### config.mk
export PLATFORM = sky130hd
export DESIGN_NAME = somador_serial
export DESIGN_NICKNAME = d
export VERILOG_FILES = /design/src/rtl/somador_serial.sv
export SDC_FILE = /design/constraint.sdc
export NUM_CORES = 1
export LEC_CHECK = 0
export ABC_AREA = 1
export BUFFER_PORTS_ARGS = -buffer_cell sky130_fd_sc_hd__buf_2
export CORE_ASPECT_RATIO = 0.9
export CORE_UTILIZATION = 58
export DETAILED_ROUTE_END_ITERATION = 16
export HOLD_SLACK_MARGIN = 0.02
export PLACE_DENSITY = 0.91
export REMOVE_ABC_BUFFERS = 1
export SYNTH_ARGS = -nofsm -noshare
export SYNTH_HDL_FRONTEND = slang
export SYNTH_SLANG_ARGS = --single-unit
### constraint.sdc
create_clock -name clk -period 2.4 [get_ports clk]
set_clock_uncertainty 0.1 [all_clocks]
set_input_delay 0.72 -clock clk [delete_from_list [all_inputs] [get_ports clk]]
set_output_delay 0.72 -clock clk [all_outputs]
set_load 0.05 [all_outputs]
### src/rtl/somador_serial.sv
// somador_serial: digit-serial adder.
// Adds two WIDTH-bit operands plus a carry-in, DIGIT bits per clock, LSB first.
// Result registers only change on the edge that processes the last slice, so
// soma/cout/overflow always hold the last completed operation.
//
// Parameters:
//   WIDTH     operand/result width in bits (>= 2)
//   DIGIT     bits added per clock; WIDTH must be a multiple of DIGIT
// Ports:
//   clk       clock, rising edge
//   rst_n     asynchronous active-low reset
//   start     request a new addition (accepted in IDLE or FIM)
//   a, b, cin operands, sampled only on the accepting edge
//   soma      registered sum of last completed operation
//   cout      registered unsigned carry-out
//   overflow  registered two's-complement overflow
//   busy      high while in SOMA
//   done      one-cycle pulse (state FIM) when the result registers update
//
// state | meaning
// IDLE  | waiting for start
// SOMA  | adding one DIGIT-bit slice per edge
// FIM   | result just updated; done high; may accept a new start
module somador_serial #(
    parameter int WIDTH = 8,
    parameter int DIGIT = 1
) (
    input  logic             clk,
    input  logic             rst_n,
    input  logic             start,
    input  logic [WIDTH-1:0] a,
    input  logic [WIDTH-1:0] b,
    input  logic             cin,
    output logic [WIDTH-1:0] soma,
    output logic             cout,
    output logic             overflow,
    output logic             busy,
    output logic             done
);

    localparam int N     = WIDTH / DIGIT;
    localparam int CNT_W = (N > 1) ? $clog2(N) : 1;

    typedef enum logic [1:0] {
        IDLE = 2'd0,
        SOMA = 2'd1,
        FIM  = 2'd2
    } state_t;

    state_t             state_q, state_d;
    logic [WIDTH-1:0]   a_q, a_d;
    logic [WIDTH-1:0]   b_q, b_d;
    logic [WIDTH-1:0]   acc_q, acc_d;
    logic [WIDTH-1:0]   soma_q, soma_d;
    logic               carry_q, carry_d;
    logic               cout_q, cout_d;
    logic               ovf_q, ovf_d;
    logic [CNT_W-1:0]   cnt_q, cnt_d;

    logic [DIGIT:0]     slice_sum;
    logic               last_slice;
    logic [WIDTH-1:0]   acc_shifted;

    // a_q/b_q shift right each slice, so the current slice always sits in the
    // low DIGIT bits. On the last slice those bits hold the operand MSBs.
    always_comb begin
        slice_sum   = {1'b0, a_q[DIGIT-1:0]} + {1'b0, b_q[DIGIT-1:0]}
                    + {{DIGIT{1'b0}}, carry_q};
        last_slice  = (cnt_q == CNT_W'(N - 1));
        // Partial sum fills from the top; after N slices it is fully aligned.
        acc_shifted = (acc_q >> DIGIT)
                    | (WIDTH'(slice_sum[DIGIT-1:0]) << (WIDTH - DIGIT));
    end

    always_comb begin
        state_d = state_q;
        a_d     = a_q;
        b_d     = b_q;
        acc_d   = acc_q;
        soma_d  = soma_q;
        carry_d = carry_q;
        cout_d  = cout_q;
        ovf_d   = ovf_q;
        cnt_d   = cnt_q;

        case (state_q)
            IDLE, FIM: begin
                if (start) begin
                    a_d     = a;
                    b_d     = b;
                    carry_d = cin;
                    cnt_d   = '0;
                    state_d = SOMA;
                end else begin
                    state_d = IDLE;
                end
            end
            SOMA: begin
                a_d     = a_q >> DIGIT;
                b_d     = b_q >> DIGIT;
                carry_d = slice_sum[DIGIT];
                acc_d   = acc_shifted;
                cnt_d   = cnt_q + CNT_W'(1);
                if (last_slice) begin
                    soma_d  = acc_shifted;
                    cout_d  = slice_sum[DIGIT];
                    // Carry into the MSB is a^b^sum at that bit; XOR with cout.
                    ovf_d   = a_q[DIGIT-1] ^ b_q[DIGIT-1]
                            ^ slice_sum[DIGIT-1] ^ slice_sum[DIGIT];
                    state_d = FIM;
                end
            end
            default: state_d = IDLE;
        endcase
    end

    always_ff @(posedge clk or negedge rst_n) begin
        if (!rst_n) begin
            state_q <= IDLE;
            a_q     <= '0;
            b_q     <= '0;
            acc_q   <= '0;
            soma_q  <= '0;
            carry_q <= 1'b0;
            cout_q  <= 1'b0;
            ovf_q   <= 1'b0;
            cnt_q   <= '0;
        end else begin
            state_q <= state_d;
            a_q     <= a_d;
            b_q     <= b_d;
            acc_q   <= acc_d;
            soma_q  <= soma_d;
            carry_q <= carry_d;
            cout_q  <= cout_d;
            ovf_q   <= ovf_d;
            cnt_q   <= cnt_d;
        end
    end

    assign soma     = soma_q;
    assign cout     = cout_q;
    assign overflow = ovf_q;
    assign busy     = (state_q == SOMA);
    assign done     = (state_q == FIM);

endmodule

Word-level counts from Yosys, hierarchy flattened --
Cells that the tools add are included.
Word-level totals: input port bits 20, register bits 40, output and inout bits 12
Cells by class: add/sub/neg operators 3, equality and inequality tests 5, mux-type cells 11, bitwise gates (word level) 4, reductions and logical operators 5
Operators with widths (count):
- case mux 8 bit (2 select lines) | 2
- two-way mux 8 bit | 2
- OR 7 x 8 -> 8 bit | 1
- case mux 3 bit (2 select lines) | 1
- case mux 2 bit (2 select lines) | 1
- AND reduction 2 bit | 2
- adder 3 x 1 -> 3 bit (second input constant) | 1
- == test 3 bit (second input constant) | 1
- two-way mux 3 bit | 1
- bitwise XOR 1 bit | 3
- adder 1 x 1 -> 2 bit | 1
- adder 2 x 1 -> 2 bit | 1
- == test 2 x 1 -> 1 bit (second input constant) | 1
- == test 2 bit (second input constant) | 1
- zero test 2 bit | 1
- two-way mux 1 bit | 2
- two-way mux 2 bit | 1
- inequality test 2 x 1 -> 1 bit (second input constant) | 1
- inequality test 2 bit (second input constant) | 1
- case mux 1 bit (2 select lines) | 1
- nonzero test 2 bit | 1
- OR reduction 2 bit | 1

Longest topological paths before layout --
Gate-level depths: netlist (run 1).
depth in word-level cells 4, mapped depth 8

Worst setup path after synthesis (run 1) --
OpenSTA, ideal clock, no wires.
path kind register to output, start point register state_q[0], end point output port done, path slack 496 ps, arrival time 1084 ps, cell stages (with the launch flop) 2, buffers on the path 0, required time 1580 ps, cell sequence dfrtp_1 -> nor2_1
Between the ends: longest elaborated chain between the ends 1
RTL lines:
- start: declaration | RTL line 50 | state_t state_q, state_d;
- start signal: assignment | RTL line 129 | state_q <= state_d;
- == test 2 bit | RTL line 145 | assign done = (state_q == FIM);
- end: declaration | RTL line 38 | output logic done
Every way passes these cells.

Final worst setup path (run 1) --
start point register state_q[1], end point output port busy
Between the ends: longest elaborated chain between the ends 1
RTL lines:
- == test 2 x 1 -> 1 bit | RTL line 144 | assign busy = (state_q == SOMA);
- end: declaration | RTL line 37 | output logic busy,
Every way passes these cells.

==> results.md, run 1 <==
- Least-Margin Pin Slew: 0.472 ns
- Largest net degree at the start of global routing: 40
- Critical Path Max Stage Delay: 0.38 ns
- Via density: 5.15
- Port Buf Inserts: 31
- Antenna cells: 0
- Filler cells: 249
- Die width: 59.1 µm
- Post-DRT Antenna Nets: 0
- Mapped Cells: 181
- First DRT Iteration DRCs: 32
- Post-DP Area: 1850 µm²
- Clock latency on the worst-skew pair: 0.36 ns
- RePlAce Congestion: 0.736
- Worst Path Required: 1.58 ns
- Top post-synthesis cells by area: dfrtp_1, nand2_1, o22ai_1
- CP Launch Type: flip-flop
- Final setup vio count: 0
- Cell accounting for the most synthesized area: dfrtp_1
- Post-CTS resize count: 0
- Max Slew Vio Count: 0
- Final-report hold violation count: 0
- Pwr Density: 1480 nW/µm²
- CTS tree: done
- Gr ovfl total: 0
- Die Y: 53.4 µm
- Reg clk slew, reported paths: 0.12 ns
- Ports: 32
- Total core area: 2770 µm²
- Maximum clock rate: 453 MHz
- WL per Instance: 11.9 µm
- Setup TNS: 0 ns
- Peak supply drop: 679 µV
- Critical-path cell list: inv_1, nand2_4, inv_4, buf_2
- Via count: 1307
- Htree depth: 2
- DRC errors left: 0
- Die area: 3160 µm²
- Initial antenna violation count: 0
- Final period util: 92.1%
- Fin area: 1900 µm²
- Post-Syn Area: 1700 µm²
- Routed wire length: 3.01 mm
- Sequential element share of the synthesized area: 57.3%
- Outcome: finished, final reports clean
- DP HPWL: 2.01 mm
- Final critical-path required period: 2.21 ns
- Post-CTS Setup Bufs: 0
- CP endpoint kind: output pin
- # placed instances: 246
- Crit path kind: reg -> out
- Synthesis-to-layout area growth: 11.8%
- Leak Pwr: 0.977 nW
- Clock Tree Root: clkbuf_4
- First-pass GRT wire length: 5.02 mm
- Worst-path fanout max: 20
- Number of global-route vias before repair: 1186
- Bufs on Longest Clock Path: 2
- Hold Path Class: in -> async
- Pre-Repair DR Iteration Count: 4
- Synth unique cells: 20
- WHS: 0.283 ns
- Hold-fix buffers, CTS: 0
- Rows: 18
- RSZ-0062 raised after global routing: no
- Maxcap violations: 0
- Layout Cells excl Fill: 254
- Register bit total from synthesis: 39
- Relative slew slack: 68.5%
- Sink Count: 39
- Share of cells above drive strength 1: 22.4%
- Share of the synthesized area in the top cell type: 57.3%
- Number of buffers created by CTS: 5
- Worst Path Arrival: 1.39 ns
- Post-layout nets: 236
- Tot GR Track Use: 22.8%
- Slowest-stage cell, CP: dfrtp_1
- Initial Utilization: 61.5%
- Synth warn: 0
- Avg Synthesized Cell Area: 9.41 µm²
-- stage by stage --
stage	utilization (%)	power [mW]	setup slack, ns
finish	68.7	2.82	0.190
global route	68.7	3.07	0.108
CTS	68.7	2.83	0.180
detailed placement	66.8	2.51	0.582
global placement	66.8	2.43	0.610
floorplan	-	2.17	0.496
-- kinds of logic after synthesis --
family,share of synthesized area [%]
AND/OR/NAND/NOR,20.6
flip-flops,57.3
AO/OA/AOI/OAI,11.0
buffers and inverters,8.38
adder cells (fa/ha/maj),2.64
-- cell usage in the layout (no fill, tap or decap), drive strengths merged --
| cell | instances |
|---|---|
| clkinv | 3 |
| nand2 | 42 |
| fa | 1 |
| a21oi | 1 |
| ha | 2 |
| o22ai | 15 |
| o21ai | 17 |
| nor2 | 21 |
| buf | 33 |
| nor3 | 15 |
| nand3 | 2 |
| inv | 18 |
| clkbuf | 5 |
| dfrtp | 39 |
-- final cells by class --
| type | count | area (µm²) | share of cell area [%] |
|---|---|---|---|
| well taps | 40 | 50.0 | 2.63 |
| inverters | 18 | 70.1 | 3.68 |
| clock buffers | 5 | 37.5 | 1.97 |
| clock inverters | 3 | 15.0 | 0.789 |
| flip-flops and latches | 39 | 976 | 51.3 |
| multi-input cells | 116 | 584 | 30.7 |
| repair buffers | 33 | 170 | 8.94 |
-- path summary, 6_finish.rpt --
| kind | startpoint | end | slack (ns) | depth (start not counted) |
|---|---|---|---|---|
| worst max-delay path | state_q[1] | busy | 0.19 | 4 |
| worst min-delay path | rst_n | soma[0] | 0.28 | 2 |
| worst max register to register | a_q[0] | overflow | 0.76 | 8 |
| worst min register to register | b_q[7] | b_q[7] | 0.39 | 2 |
| max in group asynchronous | rst_n | a_q[4] | 1.58 | 2 |
| min in group clk | b_q[7] | b_q[7] | 0.39 | 2 |
-- synthesized netlist by cell type (all sizes together) --
library cell,count
nand2,42
dfrtp,39
nor2,21
inv,18
o21ai,17
nor3,15
o22ai,15
buf,6
clkbuf,2
ha,2
nand3,2
a21oi,1
fa,1
-- sequential cells by signal, indices dropped and copies added (netlist names) --
signal,flops
a_q,8
b_q,8
soma,8
acc_q,7
cnt_q,3
state_q,2
carry_q,1
cout,1
overflow,1
-- power by group --
part / switching [mW] / leakage, nW / total, mW / internal [mW]
clock network: 0.215 / 0.0347 / 0.324 / 0.109
registers: 0.182 / 0.472 / 1.14 / 0.954
logic: 0.942 / 0.471 / 1.36 / 0.420
-- worst max-delay path, delay by kind of cell (launching register included) --
kind / cells / cell delay (ns)
and+or+nand+nor: 1 / 0.07
buffers and inverters: 3 / 0.58
DFF: 1 / 0.38
-- layer usage --
layer | GRT usage, % | wire length [µm]
met5 | 0 | 0
met1 | 27.1 | 1400
met3 | 5.62 | 141
met2 | 37.7 | 1410
met4 | 13.1 | 61
Power figures use the tool's default switching activity.
==> inputs of run 2 (changes only) <==
--- a/config.mk
+++ b/config.mk
@@ -6,12 +6,14 @@
 export NUM_CORES = 1
 export LEC_CHECK = 0
 export ABC_AREA = 1
-export BUFFER_PORTS_ARGS = -buffer_cell sky130_fd_sc_hd__buf_2
 export CORE_ASPECT_RATIO = 0.9
-export CORE_UTILIZATION = 58
+export CORE_MARGIN = 4
+export CORE_UTILIZATION = 65
+export CTS_BUF_LIST = sky130_fd_sc_hd__clkbuf_4
 export DETAILED_ROUTE_END_ITERATION = 16
+export DONT_BUFFER_PORTS = 1
 export HOLD_SLACK_MARGIN = 0.02
-export PLACE_DENSITY = 0.91
+export PLACE_DENSITY = 0.89
 export REMOVE_ABC_BUFFERS = 1
 export SYNTH_ARGS = -nofsm -noshare
 export SYNTH_HDL_FRONTEND = slang
==> results.md, run 2 (synthesized netlist as in run 1, its figures left out) <==
- Number of buffers created by CTS: 5
- Antenna cells: 0
- Hold Path Class: in -> async
- Reg2reg end: overflow
- Worst-path fanout max: 32
- DRC errors left: 0
- Clock latency on the worst-skew pair: 0.34 ns
- Die Y: 56.6 µm
- Final critical-path required period: 2.20 ns
- RSZ-0062 raised after global routing: no
- Least-Margin Pin Slew: 0.496 ns
- Htree depth: 2
- Via density: 5.98
- Initial antenna violation count: 0
- Pre-Repair DR Iteration Count: 4
- CTS tree: done
- WL per Instance: 14.9 µm
- First DRT Iteration DRCs: 52
- Cell-internal power: 1.51 mW
- Final period util: 91.6%
- First-pass GRT wire length: 5.39 mm
- Die width: 62.0 µm
- R2r startpoint: b_q[0]
- Relative slew slack: 67.0%
- R2R depth: 8
- Number of global-route vias before repair: 1214
- Comb power frac: 36.4%
- Total core area: 2470 µm²
- Via count: 1261
- Port Buf Inserts: 0
- Crit path kind: reg -> out
- Largest net degree at the start of global routing: 40
- Clock Tree Root: clkbuf_4
- Gr ovfl total: 0
- Commonest non-fill, non-tap cells in the layout: dfrtp_1, nand2_1, nor2_1, inv_1
- Peak supply drop: 1170 µV
- CP Launch Type: flip-flop
- Final-report hold violation count: 0
- Tot GR Track Use: 21.1%
- Reg clk slew, reported paths: 0.11 ns
- Maximum clock rate: 455 MHz
- Post-layout nets: 205
- Bufs on Longest Clock Path: 2
- Rows: 17
- Post-DRT Antenna Nets: 0
- DP HPWL: 2.19 mm
- Reg power frac: 49.0%
- Fin area: 1770 µm²
- Finished Core Util: 71.7%
- Filler cells: 190
- Final setup vio count: 0
- Max Slew Vio Count: 0
- Routed wire length: 3.15 mm
- Area occupied by multi-input gates: 584 µm²
- Reg2reg setup slack: 0.73 ns
- Maxcap violations: 0
- Clock Power Share: 14.7%
- CP endpoint kind: output pin
- Setup TNS: 0 ns
- Register area: 976 µm²
- Synthesis-to-layout area growth: 3.89%
- Share of cells above drive strength 1: 8.74%
- Leak Pwr: 0.858 nW
- Switch Pwr: 1.32 mW
- Initial Utilization: 69.0%
- RePlAce Congestion: 0.821
- Outcome: finished, final reports clean
- Worst Path Arrival: 1.38 ns
- Sink Count: 39
- Die area: 3500 µm²
- Most common cell after layout, fill and taps aside: dfrtp_1
- Post-DP Area: 1670 µm²
- Pwr Density: 1600 nW/µm²
- Worst Path Required: 1.58 ns
- Ports: 32
- Sw Share: 46.7%
[run 2: changes by cell type in the layout (fill, tap and decap cells not counted)]
cell	previous run	this run
buf_12	0	1
bufinv_16	0	1
clkinv_2	3	1
clkinv_1	0	1
buf_2	31	0
buf_4	2	1
[run 2: what timing repair did]
item                                   4_1_cts  5_1_grt
setup buffers                                0        0
gates resized for setup                      0        0
hold buffers                                 1        0
endpoints found under the hold margin       39        0
[run 2: final cells by class]
| class | instances | area share [%] |
|---|---|---|
| Multi-Input combinational cell | 116 | 33.0 |
| Tap cell | 28 | 1.98 |
| Sequential cell | 39 | 55.2 |
| Clock buffer | 5 | 2.12 |
| Clock inverter | 3 | 2.19 |
| Timing Repair Buffer | 2 | 1.56 |
| Inverter | 18 | 3.96 |
[run 2: layer usage]
layer,part of all wire [%],up-vias,track usage (%)
met5,0,-,0
met4,1.7,0,6.67
met3,6.8,8,8.97
met2,49,53,32.8
met1,42,602,26.2
li1,-,598,-
[run 2: power groups by stage]
| stage | logic, mW | registers (mW) | clock network [mW] |
|---|---|---|---|
| final | 1.03 | 1.39 | 0.416 |
| after global routing | 1.20 | 1.42 | 0.455 |
| after CTS | 1.03 | 1.39 | 0.427 |
| after detailed placement | 1.01 | 1.40 | 0 |
| after global placement | 0.939 | 1.38 | 0 |
| after floorplan | 0.814 | 1.35 | 0 |
[run 2: worst max path at each step]
| stage | endpoint | slack, ns | start | cells after the start |
|---|---|---|---|---|
| global route | busy | 0.11 | state_q[1] | 3 |
| global placement | busy | 0.62 | state_q[1] | 3 |
| detailed placement | busy | 0.57 | state_q[1] | 3 |
| CTS | busy | 0.19 | state_q[1] | 3 |
| floorplan | done | 0.50 | state_q[0] | 1 |
| finish | busy | 0.20 | state_q[1] | 3 |
[run 2: worst max-delay path, cell delays in order (launching register included)]
cell and delay, ns:
dfrtp_1 0.37, inv_1 0.10, nand2_4 0.21, inv_4 0.35
[run 2: metrics by stage]
| stage | worst slack (ns) | total power, mW | hold slack, ns | std cells |
|---|---|---|---|---|
| after CTS | 0.188 | 2.84 | 0.0965 | 211 |
| after global placement | 0.617 | 2.32 | 0.326 | 202 |
| final | 0.201 | 2.83 | 0.0997 | 211 |
| after global routing | 0.109 | 3.07 | 0.0858 | 211 |
| after detailed placement | 0.572 | 2.41 | 0.325 | 202 |
| after floorplan | 0.496 | 2.17 | 0.324 | 173 |
